$ cat config.mk
export PLATFORM = sky130hd
export DESIGN_NAME = operand_sequencer
export DESIGN_NICKNAME = d
export VERILOG_FILES = /design/src/rtl/operand_sequencer.sv
export SDC_FILE = /design/constraint.sdc
export NUM_CORES = 1
export LEC_CHECK = 0
export CAP_MARGIN = 20
export CORE_MARGIN = 4
export CORE_UTILIZATION = 56
export CTS_CLUSTER_SIZE = 40
export DETAILED_ROUTE_END_ITERATION = 8
export PLACE_DENSITY = 0.87
export SLEW_MARGIN = 15
export SYNTH_ARGS = -nofsm -noshare
export SYNTH_HDL_FRONTEND = slang
export SYNTH_SLANG_ARGS = --single-unit
$ cat constraint.sdc
create_clock -name clk -period 3.6 [get_ports clk]
set_input_delay 0.72 -clock clk [delete_from_list [all_inputs] [get_ports clk]]
set_output_delay 0.72 -clock clk [all_outputs]
set_load 0.01 [all_outputs]
$ cat src/rtl/operand_sequencer.sv
// Multi-beat register-address sequencer: turns one accepted instruction into one or more
// registered beats of read/write addresses for the register file.
module operand_sequencer #(
    parameter int NREGS  = 16,
    parameter int REG_AW = 4,
    parameter int WP     = 1,
    parameter int PC_IDX = 15
) (
    input  logic              clk,
    input  logic              reset_n,
    input  logic              start,
    input  logic [31:0]       Instr,
    input  logic [1:0]        RegSrc,
    input  logic              IsMovt,
    input  logic              IsMovm,
    output logic              busy,
    output logic              valid,
    output logic              last,
    output logic [REG_AW-1:0] step_idx,
    output logic [REG_AW-1:0] RA1,
    output logic [REG_AW-1:0] RA2,
    output logic [REG_AW-1:0] WA3,
    output logic [REG_AW-1:0] WA4,
    output logic              we3,
    output logic              we4,
    output logic              isMul,
    output logic              mul_long,
    output logic              is_blk
);

    localparam logic [2:0] S_IDLE   = 3'd0;
    localparam logic [2:0] S_SINGLE = 3'd1;
    localparam logic [2:0] S_MLO    = 3'd2;
    localparam logic [2:0] S_MHI    = 3'd3;
    localparam logic [2:0] S_BLK    = 3'd4;

    logic [2:0]        state_q, state_d;
    logic [31:0]       instr_q, instr_d;
    logic [1:0]        regsrc_q, regsrc_d;
    logic              movt_q, movt_d, movm_q, movm_d;
    logic [NREGS-1:0]  rem_q, rem_d;
    logic [REG_AW-1:0] step_q, step_d;
    logic              valid_q, valid_d, last_q, last_d, busy_q, busy_d;
    logic [REG_AW-1:0] ra1_q, ra1_d, ra2_q, ra2_d, wa3_q, wa3_d, wa4_q, wa4_d;
    logic              we3_q, we3_d, we4_q, we4_d;
    logic              is_mul_q, is_mul_d, mul_long_q, mul_long_d, is_blk_q, is_blk_d;

    logic              accept;
    logic [31:0]       cur_instr;
    logic              dec_mul, dec_long, dec_blk;
    logic [NREGS-1:0]  beat_list;
    logic [REG_AW-1:0] blk_idx;
    logic              unused_bits;

    function automatic logic [REG_AW-1:0] lowest_idx(input logic [NREGS-1:0] v);
        logic [REG_AW-1:0] idx;
        idx = '0;
        for (int i = NREGS - 1; i >= 0; i--) begin
            if (v[i]) idx = REG_AW'(i);
        end
        return idx;
    endfunction

    // NOTE: every signal written here gets a default first, so no path can infer a latch.
    always_comb begin
        // valid and busy are always equal, so "not busy" is simply "no beat on the outputs"
        accept    = start && (!valid_q || last_q);
        cur_instr = accept ? Instr : instr_q;
        instr_d   = cur_instr;
        regsrc_d  = accept ? RegSrc : regsrc_q;
        movt_d    = accept ? IsMovt : movt_q;
        movm_d    = accept ? IsMovm : movm_q;

        dec_long = (cur_instr[27:23] == 5'b00001) && (cur_instr[7:4] == 4'b1001);
        dec_mul  = (cur_instr[27:22] == 6'b000000) && (cur_instr[7:4] == 4'b1001);
        dec_blk  = (cur_instr[27:25] == 3'b100);

        state_d    = S_IDLE;
        step_d     = '0;
        beat_list  = '0;
        is_mul_d   = is_mul_q;
        mul_long_d = mul_long_q;
        is_blk_d   = is_blk_q;

        if (accept) begin
            beat_list  = cur_instr[NREGS-1:0];
            is_mul_d   = dec_mul;
            mul_long_d = dec_long;
            is_blk_d   = dec_blk;
            if (dec_blk)       state_d = S_BLK;
            else if (dec_long) state_d = S_MLO;
            else               state_d = S_SINGLE;
        end else if (valid_q && !last_q) begin
            // only MLO and BLK beats can be non-final
            beat_list = rem_q;
            step_d    = step_q + REG_AW'(1);
            state_d   = (state_q == S_MLO) ? S_MHI : S_BLK;
        end

        valid_d = 1'b0;
        busy_d  = 1'b0;
        last_d  = 1'b0;
        ra1_d   = '0;
        ra2_d   = '0;
        wa3_d   = '0;
        wa4_d   = '0;
        we3_d   = 1'b0;
        we4_d   = 1'b0;
        rem_d   = '0;
        blk_idx = lowest_idx(beat_list);

        case (state_d)
            S_SINGLE: begin
                valid_d = 1'b1;
                busy_d  = 1'b1;
                last_d  = 1'b1;
                we3_d   = 1'b1;
                wa3_d   = cur_instr[15:12];
                if (dec_mul)                 ra1_d = cur_instr[11:8];
                else if (movt_d || movm_d)   ra1_d = cur_instr[15:12];
                else if (regsrc_d[0])        ra1_d = REG_AW'(PC_IDX);
                else                         ra1_d = cur_instr[19:16];
                if (!dec_mul && regsrc_d[1]) ra2_d = cur_instr[15:12];
                else                         ra2_d = cur_instr[3:0];
            end
            S_MLO, S_MHI: begin
                valid_d = 1'b1;
                busy_d  = 1'b1;
                we3_d   = 1'b1;
                ra1_d   = cur_instr[11:8];
                ra2_d   = cur_instr[3:0];
                if (state_d == S_MHI) begin
                    wa3_d  = cur_instr[19:16];
                    last_d = 1'b1;
                end else begin
                    wa3_d = cur_instr[15:12];
                    if (WP == 2) begin
                        last_d = 1'b1;
                        we4_d  = 1'b1;
                        wa4_d  = cur_instr[19:16];
                    end
                end
            end
            S_BLK: begin
                valid_d = 1'b1;
                busy_d  = 1'b1;
                ra1_d   = cur_instr[19:16];
                // clear the lowest set bit; the beat is last once nothing remains
                rem_d   = beat_list & (beat_list - {{(NREGS-1){1'b0}}, 1'b1});
                last_d  = (rem_d == '0);
                if (beat_list != '0) begin
                    ra2_d = blk_idx;
                    wa3_d = blk_idx;
                    we3_d = cur_instr[20];
                end
            end
            default: ;
        endcase
    end

    assign unused_bits = ^{cur_instr[31:28], cur_instr[21]};

    // NOTE: sequential state uses non-blocking assignments only; the async reset clears everything.
    always_ff @(posedge clk or negedge reset_n) begin
        if (!reset_n) begin
            state_q    <= S_IDLE;
            instr_q    <= '0;
            regsrc_q   <= '0;
            movt_q     <= 1'b0;
            movm_q     <= 1'b0;
            rem_q      <= '0;
            step_q     <= '0;
            valid_q    <= 1'b0;
            busy_q     <= 1'b0;
            last_q     <= 1'b0;
            ra1_q      <= '0;
            ra2_q      <= '0;
            wa3_q      <= '0;
            wa4_q      <= '0;
            we3_q      <= 1'b0;
            we4_q      <= 1'b0;
            is_mul_q   <= 1'b0;
            mul_long_q <= 1'b0;
            is_blk_q   <= 1'b0;
        end else begin
            state_q    <= state_d;
            instr_q    <= instr_d;
            regsrc_q   <= regsrc_d;
            movt_q     <= movt_d;
            movm_q     <= movm_d;
            rem_q      <= rem_d;
            step_q     <= step_d;
            valid_q    <= valid_d;
            busy_q     <= busy_d;
            last_q     <= last_d;
            ra1_q      <= ra1_d;
            ra2_q      <= ra2_d;
            wa3_q      <= wa3_d;
            wa4_q      <= wa4_d;
            we3_q      <= we3_d;
            we4_q      <= we4_d;
            is_mul_q   <= is_mul_d;
            mul_long_q <= mul_long_d;
            is_blk_q   <= is_blk_d;
        end
    end

    assign busy     = busy_q;
    assign valid    = valid_q;
    assign last     = last_q;
    assign step_idx = step_q;
    assign RA1      = ra1_q;
    assign RA2      = ra2_q;
    assign WA3      = wa3_q;
    assign WA4      = wa4_q;
    assign we3      = we3_q;
    assign we4      = we4_q;
    assign isMul    = is_mul_q;
    assign mul_long = mul_long_q;
    assign is_blk   = is_blk_q;

endmodule

==> results.ini <==
[sta]
fin_crit_ns = 2.94
fin_ws_ns = 0.664
finalHoldViolCount = 0
timing.fmax_ghz = 0.341
finalCritPeriodShare_pct = 81.6
fin_tns_setup_ns = 0
setup_viol = 0
worstMarginPinSlew_ns = 0.834
slew_violations = 0
relSlewSlack_pct = 44.4
rsz0062_at_grt = false
finClkSkew_ns = 0.00575

[floorplanning]
rows = 28
fp.dieW_um = 86.2
io_pins = 67
core_area_um2 = 5920
start_util_pct = 57.8
die_area_um2 = 7420
fp.dieH_um = 86.2

[power_and_ir_drop]
power_frac_clock_pct = 20.0
power_density_nw_per_um2 = 787
seq_power_share_pct = 31.2
p_comb_share_pct = 48.8
internal_power_uw = 1970
switchingPower_uw = 1350
leakagePower_uw = 0.00196
vdd_ir_drop_max_mv = 0.382
swShare_pct = 40.6

[setup_path]
worstSetupEndpointType = flop
cp.required_ns = 3.82
crit_chain = nand2b_2 > buf_4 > mux2i_1 > nand3b_4 > or2_4 > o21ai_1 > o31ai_1
critPathMaxFanout = 19
critPathArrivalTime_ns = 3.16
crit_slowest_cell = dfrtp_1
critPathLaunchType = flop
path_class = flop to flop
slowest_delay_ns = 0.69

[global_route]
grt_max_degree = 38
grt_antenna_before_repair = 0
grt-ovfl-total = 0
grt_pass1_wl_um = 15000
grt_usage_pct = 26.5
grt_pass1_vias = 2977

[detailed_routing]
wl_um = 9150
drtIter0Drc = 232
ant_nets = 0
firstDrtPassIters = 5
drc = 0
routed_via_density = 6.04
post_drt_wl_per_cell_um = 18.9
vias = 2921

[place]
dpl.hpwl_um = 6860
gp_congestion = 0.946
post-place-ws_ns = 0.610
port-buffer-count = 56

[cts]
path_clk_slew_ns = 0.07
clk_latency_ns = 0.34
htreeDepth = 3
cts_buffer_depth = 2
postCtsHoldBufs = 0
cts.sinks = 61
cts_resized = 0
tritoncts = yes
numCtsBuffers = 9
root_buffer = clkbuf_8
cts_setup_buffers = 0

[final_layout]
drive_above_1_share_pct = 13.2
syn2layout_area_growth_pct = 23.4
antenna_cells = 0
nNetsFinal = 444

[synthesis]
synth_cell_types = 68
syn_inst = 349
synth_warnings = 0
ys_seq_area_share_pct = 44.6
synth-async-reset-ratio_pct = 100
synth_edf_count = 0
yosys_most_used_dff = dfrtp_1
synth_area_um2 = 3420
synth_seq_cells = 61
syn_area_per_cell_um2 = 9.80

[job]
cap_viol_max_count = 0

[run_status]
status = finished, final reports clean

[hold_path]
min_path_type = input pin to async pin

power groups by stage:
| stage | clock [uW] | combinational, uW | sequential [uW] |
|---|---|---|---|
| 3_3_place_gp | 0 | 1580 | 1030 |
| 3_5_place_dp | 0 | 1600 | 1050 |
| 4_1_cts | 676 | 1600 | 1040 |
| 6_report | 666 | 1620 | 1040 |
| 5_1_grt | 708 | 1750 | 1060 |
| 2_1_floorplan | 0 | 1070 | 1050 |
Yosys cell counts, types with 7 or more instances:
master    n  share of area, %
nor2_1   24               2.6
inv_1    15               1.6
and3b_1  15               3.8
o21ai_0   8               1.2
a21oi_1  11               1.6
buf_2     9               1.3
dfrtp_1  61                45
a31oi_4   9               5.6
buf_4     8               1.8
nand3_1   7               1.0
nor3_1   10               1.5
nand2_1  61               6.7
cells in the final DEF (no fill, tap or decap), types with 4 or more instances in the layout:
cell             netlist  layout
dfrtp_1               61      61
nand2_1               61      61
clkdlybuf4s50_1        0      55
nor2_1                24      24
inv_1                 15      15
and3b_1               15      15
a21oi_1               11      11
nor3_1                10      10
a31oi_4                9       9
clkbuf_8               0       9
o21ai_0                8       8
nand3_1                7       7
buf_4                  8       7
a31oi_1                6       6
a211oi_1               6       6
o211ai_1               6       6
and3_1                 5       5
mux2i_1                5       5
o31ai_1                5       5
conb_1                 1       5
a221o_1                4       4
final timing paths:
kind	endpoint	cells past startpoint	slack (ns)	from
max	RA2[0]$_DFF_PN0_	7	0.66	last$_DFF_PN0_
min reg2reg	mul_long$_DFFE_PN0N_	2	0.48	mul_long$_DFFE_PN0N_
max in group asynchronous	RA1[3]$_DFF_PN0_	2	2.31	reset_n
max reg2reg	RA2[0]$_DFF_PN0_	7	0.66	last$_DFF_PN0_
min in group clk	mul_long$_DFFE_PN0N_	2	0.48	mul_long$_DFFE_PN0N_
min	movt_q$_DFF_PN0_	1	0.48	reset_n
sequential cells by signal, indices dropped and copies added (netlist names):
signal	flops
is_blk	1
WA3	4
last	1
RA2	4
movm_q	1
state_q	3
instr_q	17
isMul	1
rem_q	15
busy	1
regsrc_q	2
RA1	4
movt_q	1
we3	1
mul_long	1
step_idx	4
through the flow:
stage / cells / area, um2 / utilization (%) / hold slack, ns / power, uW
floorplan: 353 / 3440 / - / 0.424 / 2120
global placement: 468 / 4010 / 67.7 / 0.452 / 2600
detailed placement: 468 / 4010 / 67.7 / 0.462 / 2640
CTS: 484 / 4220 / 71.3 / 0.481 / 3320
global route: 484 / 4220 / 71.3 / 0.502 / 3520
finish: 484 / 4220 / 71.3 / 0.475 / 3320
kinds of logic (layout without fill, tap and decap cells):
kind of cell | count (synthesis) | count (layout) | share of synthesized area, %
buf+inv | 40 | 96 | 6.25
xor+xnor | 2 | 2 | 0.512
simple gates | 148 | 148 | 22.7
fa+ha+maj | 4 | 4 | 1.24
compound gates | 86 | 86 | 22.4
mux | 7 | 7 | 2.19
other cells | 1 | 5 | 0.110
flops | 61 | 61 | 44.6
final cells by class:
class / instances / area [um2]
Clock buffer: 9 / 124
Sequential cell: 61 / 1530
Timing Repair Buffer: 64 / 628
Clock inverter: 7 / 90.1
Tap cell: 75 / 93.8
Inverter: 16 / 60.1
Fill cell: 449 / 1700
Multi-Input combinational cell: 252 / 1700
routing by layer:
metal | GRT usage, % | share of wire (%) | vias to the layer above
li1 | - | - | 1361
met1 | 33.6 | 40 | 1416
met2 | 45.3 | 51 | 123
met3 | 4.90 | 6.4 | 21
met4 | 9.64 | 2.2 | 0
met5 | 0 | 0 | -
critical path: cells and delay by family (launching register included):
family                 cells  cell delay (ns)
AOI/OAI and AO/OA          2             0.42
and+or+nand+nor            3             0.92
DFF                        1             0.69
buffers and inverters      1             0.38
muxes                      1             0.39
Power figures use the tool's default switching activity.
